File: config.mk
export PLATFORM = sky130hd
export DESIGN_NAME = param_cpu_flat
export DESIGN_NICKNAME = d
export VERILOG_FILES = /design/src/rtl/param_cpu_if.sv /design/src/rtl/param_cpu.sv /design/src/flat_wrapper.sv
export SDC_FILE = /design/constraint.sdc
export NUM_CORES = 1
export LEC_CHECK = 0
export ABC_AREA = 1
export CORE_MARGIN = 2
export CORE_UTILIZATION = 61
export DETAILED_ROUTE_END_ITERATION = 12
export PLACE_DENSITY = 0.86
export SLEW_MARGIN = 10
export SYNTH_ARGS = -nofsm -noshare
export SYNTH_HDL_FRONTEND = slang
export SYNTH_SLANG_ARGS = --single-unit
File: constraint.sdc
create_clock -name clk -period 3.9 [get_ports clk]
set_input_delay 0.78 -clock clk [delete_from_list [all_inputs] [get_ports clk]]
set_output_delay 0.78 -clock clk [all_outputs]
set_load 0.02 [all_outputs]
File: src/rtl/param_cpu_if.sv
// Instruction-source and data-memory bus of param_cpu.
// master: the CPU core side; slave: the instruction source / memory side.
interface param_cpu_if #(
    parameter int DW = 8,
    parameter int AW = 8
);
    logic          instr_valid;
    logic [15:0]   instr;
    logic          instr_ready;
    logic [DW-1:0] mem_rdata;
    logic          mem_ready;
    logic          mem_req;
    logic          mem_we;
    logic [AW-1:0] mem_addr;
    logic [DW-1:0] mem_wdata;

    modport master (
        input  instr_valid, instr, mem_rdata, mem_ready,
        output instr_ready, mem_req, mem_we, mem_addr, mem_wdata
    );

    modport slave (
        output instr_valid, instr, mem_rdata, mem_ready,
        input  instr_ready, mem_req, mem_we, mem_addr, mem_wdata
    );
endinterface

File: src/rtl/param_cpu.sv
// param_cpu: parametrised multicycle CPU core (IDLE/EXEC/WB/MEM/HALT).
// Instruction word: {op[15:12], rd[11:9], -, rs[7:5], -, imm[3:0]}.
// Opcodes: 0 NOP, 1 ADD, 2 SUB, 3 AND, 4 OR, 5 XOR, 6 SHL(imm), 7 SHR(imm),
//          8 ADDI(zext imm), 9 LOAD, A STORE, B BRZ, C JMP, D MUL/illegal,
//          E illegal, F HALT.
// Optional feature macro: PARAM_CPU_MUL_EN turns opcode D into MUL;
// without it opcode D is illegal.
module param_cpu #(
    parameter int DW          = 8,
    parameter int AW          = 8,
    parameter int NREGS       = 8,
    parameter int MEM_TIMEOUT = 16
) (
    input  logic           clk,
    input  logic           rst_n,
    param_cpu_if.master    bus,
    output logic [AW-1:0]  pc,
    output logic           done,
    output logic           err,
    output logic [3:0]     flags
);
    localparam int RIW = (NREGS > 2) ? $clog2(NREGS) : 1;
    localparam int WW  = $clog2(MEM_TIMEOUT + 1);
    localparam int SW  = ((DW > AW) ? DW : AW) + 1;

    localparam logic [3:0] OP_NOP  = 4'h0;
    localparam logic [3:0] OP_ADD  = 4'h1;
    localparam logic [3:0] OP_SUB  = 4'h2;
    localparam logic [3:0] OP_AND  = 4'h3;
    localparam logic [3:0] OP_OR   = 4'h4;
    localparam logic [3:0] OP_XOR  = 4'h5;
    localparam logic [3:0] OP_SHL  = 4'h6;
    localparam logic [3:0] OP_SHR  = 4'h7;
    localparam logic [3:0] OP_ADDI = 4'h8;
    localparam logic [3:0] OP_LOAD = 4'h9;
    localparam logic [3:0] OP_STOR = 4'hA;
    localparam logic [3:0] OP_BRZ  = 4'hB;
    localparam logic [3:0] OP_JMP  = 4'hC;
    localparam logic [3:0] OP_MUL  = 4'hD;
    localparam logic [3:0] OP_HALT = 4'hF;

    typedef enum logic [2:0] {
        S_IDLE = 3'd0,
        S_EXEC = 3'd1,
        S_WB   = 3'd2,
        S_MEM  = 3'd3,
        S_HALT = 3'd4
    } state_t;

    state_t         r_state;
    state_t         w_next;

    logic [3:0]     r_op;
    logic [RIW-1:0] r_rd;
    logic [RIW-1:0] r_rs;
    logic [3:0]     r_imm;
    logic [DW-1:0]  r_regs [NREGS];

    logic [DW-1:0]  r_res;
    logic           r_c;
    logic           r_v;
    logic [AW-1:0]  r_pc;
    logic           r_done;
    logic           r_err;
    logic [3:0]     r_flags;
    logic [WW-1:0]  r_wait;

    logic           r_mem_req;
    logic           r_mem_we;
    logic [AW-1:0]  r_mem_addr;
    logic [DW-1:0]  r_mem_wdata;

    logic [DW-1:0]  w_a;
    logic [DW-1:0]  w_b;
    logic [DW-1:0]  w_zimm;
    logic [DW-1:0]  w_addb;
    logic [DW:0]    w_sum;
    logic [DW-1:0]  w_dif;
    logic [DW:0]    w_shl;
    logic [DW:0]    w_shr;
    logic [DW-1:0]  w_alu_res;
    logic           w_alu_c;
    logic           w_alu_v;
    logic           w_is_alu;
    logic           w_mul_op;
    logic           w_timeout;
    logic [AW-1:0]  w_simm;
    logic [AW-1:0]  w_pc_inc;
    logic [AW-1:0]  w_pc_br;

    // Operands are read from the register file in EXEC, before any write-back.
    assign w_a      = r_regs[r_rd];
    assign w_b      = r_regs[r_rs];
    assign w_zimm   = DW'(r_imm);
    assign w_addb   = (r_op == OP_ADDI) ? w_zimm : w_b;
    assign w_sum    = {1'b0, w_a} + {1'b0, w_addb};
    assign w_dif    = w_a - w_b;
    // Extra bit on the outgoing side captures the last bit shifted out.
    assign w_shl    = {1'b0, w_a} << r_imm;
    assign w_shr    = {w_a, 1'b0} >> r_imm;
    assign w_simm   = AW'($signed(r_imm));
    assign w_pc_inc = r_pc + AW'(1);
    assign w_pc_br  = r_pc + w_simm;
    assign w_timeout = (r_wait == WW'(MEM_TIMEOUT - 1));

`ifdef PARAM_CPU_MUL_EN
    logic [2*DW-1:0] w_prod;
    assign w_prod   = (2*DW)'(w_a) * (2*DW)'(w_b);
    assign w_mul_op = (r_op == OP_MUL);
`else
    assign w_mul_op = 1'b0;
`endif

    assign w_is_alu = ((r_op >= OP_ADD) && (r_op <= OP_ADDI)) || w_mul_op;

    assign bus.instr_ready = (r_state == S_IDLE);
    assign bus.mem_req     = r_mem_req;
    assign bus.mem_we      = r_mem_we;
    assign bus.mem_addr    = r_mem_addr;
    assign bus.mem_wdata   = r_mem_wdata;
    assign pc              = r_pc;
    assign done            = r_done;
    assign err             = r_err;
    assign flags           = r_flags;

    // ALU: result plus carry/overflow for the current opcode.
    always_comb begin
        w_alu_res = '0;
        w_alu_c   = 1'b0;
        w_alu_v   = 1'b0;
        case (r_op)
            OP_ADD, OP_ADDI: begin
                w_alu_res = w_sum[DW-1:0];
                w_alu_c   = w_sum[DW];
                w_alu_v   = (w_a[DW-1] == w_addb[DW-1]) && (w_sum[DW-1] != w_a[DW-1]);
            end
            OP_SUB: begin
                w_alu_res = w_dif;
                w_alu_c   = (w_a < w_b);
                w_alu_v   = (w_a[DW-1] != w_b[DW-1]) && (w_dif[DW-1] != w_a[DW-1]);
            end
            OP_AND: w_alu_res = w_a & w_b;
            OP_OR:  w_alu_res = w_a | w_b;
            OP_XOR: w_alu_res = w_a ^ w_b;
            OP_SHL: begin
                w_alu_res = w_shl[DW-1:0];
                w_alu_c   = w_shl[DW];
            end
            OP_SHR: begin
                w_alu_res = w_shr[DW:1];
                w_alu_c   = w_shr[0];
            end
`ifdef PARAM_CPU_MUL_EN
            OP_MUL: begin
                w_alu_res = w_prod[DW-1:0];
                w_alu_c   = |w_prod[2*DW-1:DW];
            end
`endif
            default: begin
                w_alu_res = '0;
            end
        endcase
    end

    // FSM state register.
    always_ff @(posedge clk or negedge rst_n) begin
        if (!rst_n) begin
            r_state <= S_IDLE;
        end else begin
            r_state <= w_next;
        end
    end

    // FSM next-state logic.
    always_comb begin
        w_next = r_state;
        case (r_state)
            S_IDLE: begin
                if (bus.instr_valid) w_next = S_EXEC;
                else                 w_next = S_IDLE;
            end
            S_EXEC: begin
                if (w_is_alu)                                    w_next = S_WB;
                else if ((r_op == OP_LOAD) || (r_op == OP_STOR)) w_next = S_MEM;
                else if (r_op == OP_HALT)                        w_next = S_HALT;
                else                                             w_next = S_IDLE;
            end
            S_WB: w_next = S_IDLE;
            S_MEM: begin
                if (bus.mem_ready || w_timeout) w_next = S_IDLE;
                else                            w_next = S_MEM;
            end
            S_HALT:  w_next = S_HALT;
            default: w_next = S_IDLE;
        endcase
    end

    // Datapath: instruction latch, register file, PC, flags, memory request, sticky status.
    always_ff @(posedge clk or negedge rst_n) begin
        if (!rst_n) begin
            r_op        <= 4'h0;
            r_rd        <= '0;
            r_rs        <= '0;
            r_imm       <= 4'h0;
            for (int i = 0; i < NREGS; i++) r_regs[i] <= '0;
            r_res       <= '0;
            r_c         <= 1'b0;
            r_v         <= 1'b0;
            r_pc        <= '0;
            r_done      <= 1'b0;
            r_err       <= 1'b0;
            r_flags     <= 4'h0;
            r_wait      <= '0;
            r_mem_req   <= 1'b0;
            r_mem_we    <= 1'b0;
            r_mem_addr  <= '0;
            r_mem_wdata <= '0;
        end else begin
            case (r_state)
                S_IDLE: begin
                    if (bus.instr_valid) begin
                        r_op  <= bus.instr[15:12];
                        r_rd  <= bus.instr[9 +: RIW];
                        r_rs  <= bus.instr[5 +: RIW];
                        r_imm <= bus.instr[3:0];
                    end
                end
                S_EXEC: begin
                    r_res  <= w_alu_res;
                    r_c    <= w_alu_c;
                    r_v    <= w_alu_v;
                    r_wait <= '0;
                    case (r_op)
                        OP_LOAD, OP_STOR: begin
                            r_mem_req   <= 1'b1;
                            r_mem_we    <= (r_op == OP_STOR);
                            r_mem_addr  <= AW'(SW'(w_b) + SW'(r_imm));
                            r_mem_wdata <= w_a;
                        end
                        OP_BRZ:  r_pc   <= (w_b == '0) ? w_pc_br : w_pc_inc;
                        OP_JMP:  r_pc   <= w_pc_br;
                        OP_NOP:  r_pc   <= w_pc_inc;
                        OP_HALT: r_done <= 1'b1;
                        default: begin
                            // Everything not handled above and not an ALU op is illegal.
                            if (!w_is_alu) begin
                                r_err <= 1'b1;
                                r_pc  <= w_pc_inc;
                            end
                        end
                    endcase
                end
                S_WB: begin
                    r_regs[r_rd] <= r_res;
                    r_flags      <= {(r_res == '0), r_res[DW-1], r_c, r_v};
                    r_pc         <= w_pc_inc;
                end
                S_MEM: begin
                    if (bus.mem_ready) begin
                        r_mem_req <= 1'b0;
                        r_mem_we  <= 1'b0;
                        if (!r_mem_we) r_regs[r_rd] <= bus.mem_rdata;
                        r_pc      <= w_pc_inc;
                    end else if (w_timeout) begin
                        // Abort: the op still retires but the register file is untouched.
                        r_mem_req <= 1'b0;
                        r_mem_we  <= 1'b0;
                        r_err     <= 1'b1;
                        r_pc      <= w_pc_inc;
                    end else begin
                        r_wait <= r_wait + WW'(1);
                    end
                end
                S_HALT: r_done <= 1'b1;
                default: r_done <= r_done;
            endcase
        end
    end
endmodule
File: src/flat_wrapper.sv
// flat-port wrapper written by rule: the top's interface ports become plain ports
module param_cpu_flat 
#(
    parameter int DW          = 8,
    parameter int AW          = 8,
    parameter int NREGS       = 8,
    parameter int MEM_TIMEOUT = 16
)
  (clk, rst_n, pc, done, err, flags, bus_instr_valid, bus_instr, bus_mem_rdata, bus_mem_ready, bus_instr_ready, bus_mem_req, bus_mem_we, bus_mem_addr, bus_mem_wdata);
  param_cpu_if #(.DW(DW), .AW(AW)) bus_i ();
  input  logic clk;
  input  logic rst_n;
  output logic [AW-1:0] pc;
  output logic done;
  output logic err;
  output logic [3:0] flags;
  input wire logic [$bits(bus_i.instr_valid)-1:0] bus_instr_valid;
  input wire logic [$bits(bus_i.instr)-1:0] bus_instr;
  input wire logic [$bits(bus_i.mem_rdata)-1:0] bus_mem_rdata;
  input wire logic [$bits(bus_i.mem_ready)-1:0] bus_mem_ready;
  output wire logic [$bits(bus_i.instr_ready)-1:0] bus_instr_ready;
  output wire logic [$bits(bus_i.mem_req)-1:0] bus_mem_req;
  output wire logic [$bits(bus_i.mem_we)-1:0] bus_mem_we;
  output wire logic [$bits(bus_i.mem_addr)-1:0] bus_mem_addr;
  output wire logic [$bits(bus_i.mem_wdata)-1:0] bus_mem_wdata;
  assign bus_i.instr_valid = bus_instr_valid;
  assign bus_i.instr = bus_instr;
  assign bus_i.mem_rdata = bus_mem_rdata;
  assign bus_i.mem_ready = bus_mem_ready;
  assign bus_instr_ready = bus_i.instr_ready;
  assign bus_mem_req = bus_i.mem_req;
  assign bus_mem_we = bus_i.mem_we;
  assign bus_mem_addr = bus_i.mem_addr;
  assign bus_mem_wdata = bus_i.mem_wdata;
  param_cpu #(.DW(DW), .AW(AW), .NREGS(NREGS), .MEM_TIMEOUT(MEM_TIMEOUT)) u_core (.clk(clk), .rst_n(rst_n), .bus(bus_i), .pc(pc), .done(done), .err(err), .flags(flags));
endmodule
Word level (Yosys, flattened, before mapping)
Cells that the tools add are included.

Bits in writable memories: 0. Bits in latches: 0. Register bits: 128. Input bits: 28. Memory bits (read-only): 0. Output and inout bits: 33. Memories kept: 0.

Order comparisons: 6. Bitwise gates (word level): 5. Multiply operators: 0. Shift-type cells: 2. Reduce and logical (&&, ||, !) cells: 26. Div/mod/pow operators: 0. Add/sub/neg operators: 6. Multiplexer cells: 45. Equal/unequal tests: 34.

Operator list (number): 64-bit bitwise mux (2); 64-bit 2-to-1 mux (2); 64-bit one-hot mux with 2 select lines (1); 8-bit 2-to-1 mux (10); 8-bit one-hot mux with 7 select lines (1); 8-bit binary-select mux with 3-bit select (2); 8-bit one-hot mux with 4 select lines (1); 8-bit demux with 3-bit select (1); 4-bit == test, second input constant (6); 8-bit one-hot mux with 3 select lines (1); 4-bit by 3-bit == test with 1-bit output, second input constant (4); 8-bit zero test (2); 2-bit != test, second input constant (8); 3-bit one-hot mux with 4 select lines (1); 1-bit 2-to-1 mux (10); 5-bit 2-to-1 mux (2); 1-bit one-hot mux with 2 select lines (5); 5-bit one-hot mux with 2 select lines (1); 8-bit by 8-bit adder with 9-bit output (1); 3-bit 2-to-1 mux (3); 3-bit AND reduction (3); 8-bit by 4-bit left shift with 9-bit output (1); 9-bit by 4-bit right shift with 9-bit output (1); 8-bit by 1-bit adder with 8-bit output, second input constant (1); 38 further kinds (54).

Longest topological paths before layout
Depth after elaboration: 9. Depth in mapped cells: 27.

Worst setup path before layout
No wires, ideal clock.

Kind: register to register. Start point: register u_core.r_rs[1]. End point: register u_core.r_res[6]. Cell stages (with the launch flop): 20. Library setup time: 0.117 ns. Arrival time: 2.749 ns. Path slack: 1.034 ns. Clock period less this slack: 2.866 ns. Required time: 3.783 ns. Buffers on the path: 2. Cells stage by stage: dfrtp_1 buf_4 buf_4 a21oi_1 o21ai_0 nand3_1 nand2_2 o21ai_0 ha_1 inv_1 fa_1 o21ai_0 a21oi_1 o21bai_1 xnor2_1 nor2_1 nor2_1 nand2_1 nand2_1 nand2_1.

Word-level cells in the longest chain between the ends: 7.

Ends and longest elaborated chain: from (decl) (line param_cpu.sv:55) `logic [RIW-1:0] r_rs;`; from (signal assigned) (line param_cpu.sv:224) `r_rs <= bus.instr[5 +: RIW];`; 3-bit inverter with 4-bit output (implied by the code) * (line param_cpu.sv:93) `assign w_b = r_regs[r_rs];`; 8-bit binary-select mux with 3-bit select * (line param_cpu.sv:93); 8-bit 2-to-1 mux (implied by the code) * (2 in a row) (line param_cpu.sv:93); 8-bit 2-to-1 mux (line param_cpu.sv:95) `assign w_addb = (r_op == OP_ADDI) ? w_zimm : w_b;`; 8-bit by 8-bit adder with 9-bit output (line param_cpu.sv:96) `assign w_sum = {1'b0, w_a} + {1'b0, w_addb};`; 8-bit one-hot mux with 7 select lines * (line param_cpu.sv:131) `case (r_op)`; to (signal assigned) (line param_cpu.sv:229) `r_res <= w_alu_res;`; to (decl) (line param_cpu.sv:59) `logic [DW-1:0] r_res;`.

Mark *: on every way between the ends. The rest lies on a longest branch, timed or not. The select of a mux whose other input is x is not followed. A chain may end at the register's enable or synchronous reset.

Worst setup path after layout
Ends and elaborated chain as after synthesis.

==> metrics <==
outcome finished clean; Final setup viols 0; met3 routed WL 2.70 mm; Root Driver clkbuf_16; vias in the first global route approximately 8600; WS Path Type reg2reg; hpwl dp 18.8 mm; Max-Cap Viols 0; final layout net count 1469; GP Congestion 0.944; GRT Total Usage 0.337; row count 45; CTS max path bufs 2; gr ovfl total 0; main combinational cell family by area after synthesis simple AND/OR/NAND/NOR gates; Final Cycle Share 0.924; Top Metal Used met4; sequential share of the synthesized area 0.346; Post-Synth Simple-Gate Area 0.312; Syn Nets approximately 1400; CP endpoint kind flip-flop; Antenna diodes 0; Starting Density 0.617; Resized cells post-CTS 0; setup tns final 0 ps; Synth Area in Compound Gates 0.158; fin crit period ~3600 ps; commonest non-fill, non-tap cell in the layout nand2_1; Cell variety after synth 52; Die Y-Extent 127 µm; Hold Path Class in2async; clk slew on worst S/H paths ~60 ps; Worst Skew 8.85 ps; Mean Syn Cell Area 6.91 µm²; Mapped Cells 1341; Chip Width 127 µm; global-route wire length before repair 43.2 mm; CTS Sinks 128; routed via count 9286; #FFs+latches synth approximately 130; Relative slew margins 0.306; Reg2Reg Depth 18; Detail Route met2 WL between 10 and 15 mm; # H-tree levels 4; commonest non-fill, non-tap cells in the layout 457 x nand2_1, 134 x inv_1, 128 x dfrtp_1, 114 x o21ai_0, 93 x nor2_1; Die ar. 16200 µm²; ys async rst share 1.00; area growth from synthesis to layout 13.7%; CP Data Arrival Time 3920 ps; RSZ-0062 raised after global routing no; number of hold buffers added after cts 0; wl on met1 11.2 mm; drt initial violations 1192; post-route insts no fill 1592; Post-synth EDFFs 0; max-slew violations 0; Post-synth top flop dfrtp_1; Synth Area in Adders 0.0707; DR WL/cell 16.6 µm; Core Area 15000 µm²; Slew @ Worst Pin 1030 ps; share of cells above drive strength 1 0.0705; Final Hold Viols 0; CP required about 4200 ps; YS warnings 0; Skew-Pair Late Insertion Delay 430 ps; mux contribution to synthesized area 0.00364; Worst Path Max Fanout 15; vias per cell 5.83; Port Buf Inserts between 50 and 60; drt total wl 26.5 mm; achievable clock frequency between 200 and 300 MHz; CP Launch Type flip-flop; DRC 0; initial antenna violation count 0; final hold slack between 400 and 500 ps; number of setup buffers added after CTS 0; drt first pass iters 6; reg-to-reg slack, setup 300 ps; Placed Cells approximately 1600; IO Pins 61; XOR/XNOR share of the synthesized area 0.0208; CTS buffer count 17; CTS tree yes; largest net degree at the start of global routing 104; Synth Cell Area 9270 µm²; Post-DRT Antenna Nets 0
==> layout make-up <==
cell class | instances | area, µm²
Fill cell | 1243 | 4490
Multi-Input combinational cell | 1017 | 5240
Timing Repair Buffer | 80 | 759
Clock buffer | 22 | 464
Inverter | 147 | 554
Sequential cell | 128 | 3200
Clock inverter | 10 | 86.3
Tap cell | 188 | 235
==> path summary, 6_finish.rpt <==
kind | startpoint | to
worst max register to register | u_core.r_rs[1]$_DFFE_PN0P_ | u_core.r_res[6]$_DFFE_PN0N_
worst min register to register | u_core.done$_DFFE_PN0P_ | u_core.done$_DFFE_PN0P_
max in group asynchronous | rst_n | u_core.r_regs[6]$_DFFE_PN0P_
worst max-delay path | u_core.r_rs[1]$_DFFE_PN0P_ | u_core.r_res[6]$_DFFE_PN0N_
worst min-delay path | rst_n | u_core.r_regs[51]$_DFFE_PN0P_
min in group clk | u_core.done$_DFFE_PN0P_ | u_core.done$_DFFE_PN0P_
==> synthesized netlist by cell type, types with 3 or more instances <==
cell type  number  share of area
a211oi_1        4         0.0032
a21oi_1        72          0.039
a221oi_1        5         0.0047
a22o_1          3         0.0028
a31oi_1         3         0.0020
buf_2          15         0.0081
buf_4          10         0.0081
buf_6           3         0.0036
clkbuf_1       19         0.0077
dfrtp_1       128           0.35
fa_1            4         0.0086
ha_1           46          0.062
inv_1         134          0.054
inv_2          10         0.0041
mux2_2          3         0.0036
nand2_1       457           0.19
nand2_2        10         0.0067
nand3_1        80          0.043
nand3b_1        3         0.0024
nand4_1        11         0.0074
nor2_1         94          0.038
nor2_2          4         0.0027
nor2_4          3         0.0036
nor3_1         11         0.0059
nor4_4          5          0.011
o211ai_1        6         0.0049
o211ai_2        4         0.0054
o21a_1         11         0.0089
o21ai_0       114          0.062
o21ai_1        16         0.0086
o21ai_2         3         0.0028
or2_0           3         0.0020
xnor2_1         9         0.0085
xor2_1         13          0.012
==> worst max-delay path: stages, from the launching register on <==
cell and delay [ps]:
dfrtp_1 600, inv_4 180, nor2_1 140, o21ai_0 90, nand3_1 110, nand2_2 110, o21ai_0 190, ha_1 230
inv_1 80, fa_1 440, o21ai_0 460, a21oi_1 130, o21bai_1 180, xnor2_1 140, nor2_1 50, nor2_1 160
nand2_1 100, nand2_1 60, nand2_1 50
==> kinds of logic (layout without fill, tap and decap cells) <==
family | count (synthesis) | count (layout)
AO/OA/AOI/OAI | 257 | 257
multiplexers | 3 | 3
flip-flops | 128 | 128
buffers and inverters | 196 | 259
XOR/XNOR | 22 | 22
adder cells (fa/ha/maj) | 50 | 50
AND/OR/NAND/NOR | 685 | 685
==> stage by stage <==
stage	utilization	instance area, µm²	setup WS (ps)
after CTS	0.701	10500	339
final	0.701	10500	297
after floorplan	-	9270	1030
after detailed placement	0.665	9990	364
after global placement	0.665	9990	453
after global routing	0.701	10500	67.0
==> metal layers <==
metal	vias to the layer above	GRT usage
li1	4452	-
met1	4258	0.461
met2	499	0.521
met3	77	0.0833
met4	0	0.127
met5	-	0
==> sequential cells by signal, indices dropped and copies added, names as in the netlist <==
register              count
u_core.r_res              8
u_core.err                1
u_core.r_rs               3
u_core.bus.mem_we         1
u_core.r_op               4
u_core.r_regs            64
u_core.bus.mem_req        1
u_core.r_imm              4
u_core.flags              4
u_core.r_c                1
u_core.bus.mem_wdata      8
u_core.r_rd               3
u_core.r_v                1
u_core.bus.mem_addr       8
u_core.done               1
u_core.pc                 8
u_core.r_wait             5
u_core.r_state            3
Power is left out: the tool's default activity adds up to more than one toggle a clock period on the data nets, which glitch-free logic cannot reach.
==> edit, RTL diff (config.mk and constraints unchanged) <==
`MEM_TIMEOUT` is set to 16 in 2 places; all go to 8.
--- a/src/rtl/param_cpu.sv
+++ b/src/rtl/param_cpu.sv
@@ -10,5 +10,5 @@
     parameter int AW          = 8,
     parameter int NREGS       = 8,
-    parameter int MEM_TIMEOUT = 16
+    parameter int MEM_TIMEOUT = 8
 ) (
     input  logic           clk,
--- a/src/flat_wrapper.sv
+++ b/src/flat_wrapper.sv
@@ -5,5 +5,5 @@
     parameter int AW          = 8,
     parameter int NREGS       = 8,
-    parameter int MEM_TIMEOUT = 16
+    parameter int MEM_TIMEOUT = 8
 )
   (clk, rst_n, pc, done, err, flags, bus_instr_valid, bus_instr, bus_mem_rdata, bus_mem_ready, bus_instr_ready, bus_mem_req, bus_mem_we, bus_mem_addr, bus_mem_wdata);
Formal check against the unedited RTL: no difference found for any inputs over 4 cycles, from zero or initial values and one cycle with rst_n low; that may be too few to reach the edited logic, so the function may still have changed.
==> edit against the original RTL <==
  * Count of clock-buffer cells in the layout decreased by 1
  * Design area increased by 1.2%
  * Largest cell class unchanged
  * Synthesized area up 0.43%
  * Wire length is 0.51% higher
  * Cell count grew 1.5%
  * Sequential cell count shrank 1
  * Die area rose by 0.42%
  * Synthesized cell count increased by 1.3%
  * Worst setup slack worse by 0.023 ns
Power is not shown: default switching activity piles up to over one toggle a cycle in this logic, so the estimate is an artifact.
==> edit: results (changes against the original RTL) <==
Routing
  – Drt initial violations: 1022 (was 1192)
  – Detailed-route vias per instance: 5.84 (was 5.83)
  – Final Routed Wirelength: 26600 µm (was 26500 µm)
  – Pre-antenna DRT Iters: 8 (was 6)

Critical path
  – Maximum fanout encountered on the critical timing path: 21 (was 15)
  – Arrival time of the worst setup path: 3.95 ns (was 3.92 ns)
  – Worst setup slack for register-to-register paths: 0.27 ns (was 0.30 ns)
  – Reg2reg start: u_core.r_rd[0] (was u_core.r_rs[1])
  – Length in cells of the worst reg-to-reg path: 22 (was 18)

Timing
  – Tightest slew margin relative to the limit: 25.1% (was 30.6%)
  – Clock Skew: 0.0113 ns (was 0.00885 ns)

Finish
  – Post-layout net count: 1492 (was 1469)
  – Filler cells: 1221 (was 1243)
  – Number of flip-flops under the largest register name: 64 (unchanged)
  – Fraction of final layout cells sized beyond drive strength 1: 8.82% (was 7.05%)

Global routing
  – Via count of the first global-routing pass: 8900 (was 8646)
  – Global-route wire length before repair: 43800 µm (was 43200 µm)
  – Overall routing resource usage: 33.9% (was 33.7%)
  – Largest net degree at the start of global routing: 74 (was 104)

Placed design
  – Final weighted congestion in routability-driven placement: 0.949 (was 0.944)
  – Final HPWL DP: 18900 µm (was 18800 µm)

Logic synthesis
  – Main area contributors after synthesis: dfrtp_1, nand2_1, ha_1 (unchanged)
  – Syn Nets: 1436 (was 1419)
  – Sequential fraction of the synthesis area: 34.1% (was 34.6%)
  – Top post-synthesis cells by count: nand2_1, inv_1, dfrtp_1 (unchanged)
  – Share of synthesized registers carrying an async set or reset: 100% (unchanged)

Status
  – Run status: complete, no violations (unchanged)
## edit: layer usage
| metal | part of all wire (%) | global-route usage, % | wire (µm) |
|---|---|---|---|
| met1 | 42 | 47.0 | 11200 |
| met2 | 46 | 53.5 | 12200 |
| met3 | 9.9 | 5.74 | 2650 |
| met4 | 2.4 | 12.9 | 640 |
| met5 | 0 | 0 | 0 |
## edit: worst min path at each step
| stage | from | end | slack, ns |
|---|---|---|---|
| 2_1_floorplan | u_core.r_wait[3] | u_core.r_wait[3] | 0.43 |
| 3_3_place_gp | u_core.r_wait[3] | u_core.r_wait[3] | 0.45 |
| 3_5_place_dp | u_core.r_wait[3] | u_core.r_wait[3] | 0.46 |
| 4_1_cts | rst_n | u_core.r_regs[46] | 0.43 |
| 5_1_grt | rst_n | u_core.r_regs[46] | 0.46 |
| 6_report | rst_n | u_core.r_regs[46] | 0.39 |
## edit: final cells by class
| type | count | area share [%] |
|---|---|---|
| well taps | 188 | 2.21 |
| inverters | 161 | 5.67 |
| flip-flops and latches | 127 | 29.8 |
| clock buffers | 21 | 4.41 |
| clock inverters | 11 | 1.22 |
| repair buffers | 82 | 7.22 |
| multi-input cells | 1026 | 49.5 |
## edit: metrics by stage
stage	hold slack, ns	util, %	instance area (µm²)	setup WS [ns]	cells
3_3_place_gp	0.451	67.0	10100	0.430	1584
3_5_place_dp	0.464	67.0	10100	0.438	1584
2_1_floorplan	0.434	-	9310	0.981	1359
5_1_grt	0.455	71.0	10700	0.0247	1616
4_1_cts	0.428	71.0	10700	0.388	1616
6_report	0.393	71.0	10700	0.274	1616
## edit: cells by family after synthesis
group	synth area share [%]
multiplexers	0.591
AO/OA/AOI/OAI	13.8
flip-flops	34.1
buffers and inverters	9.15
AND/OR/NAND/NOR	33.5
adder cells (fa/ha/maj)	6.91
XOR/XNOR	1.88
## edit: critical path, cell delays in order (launching register included)
cell and delay, ns:
dfrtp_1 0.77, buf_4 0.42, nand2_1 0.09, nand2_1 0.09
nand2_1 0.05, nand2_1 0.06, nand2_1 0.05, nand2_1 0.27
inv_1 0.15, ha_1 0.29, inv_1 0.14, nand3_1 0.09
nand2_1 0.11, nand2_1 0.07, nand2_1 0.06, a21oi_1 0.07
or2_2 0.27, nand3_1 0.07, nand2_1 0.10, nor2_1 0.12
nand2_1 0.06, nand2_1 0.05, nand2_1 0.04
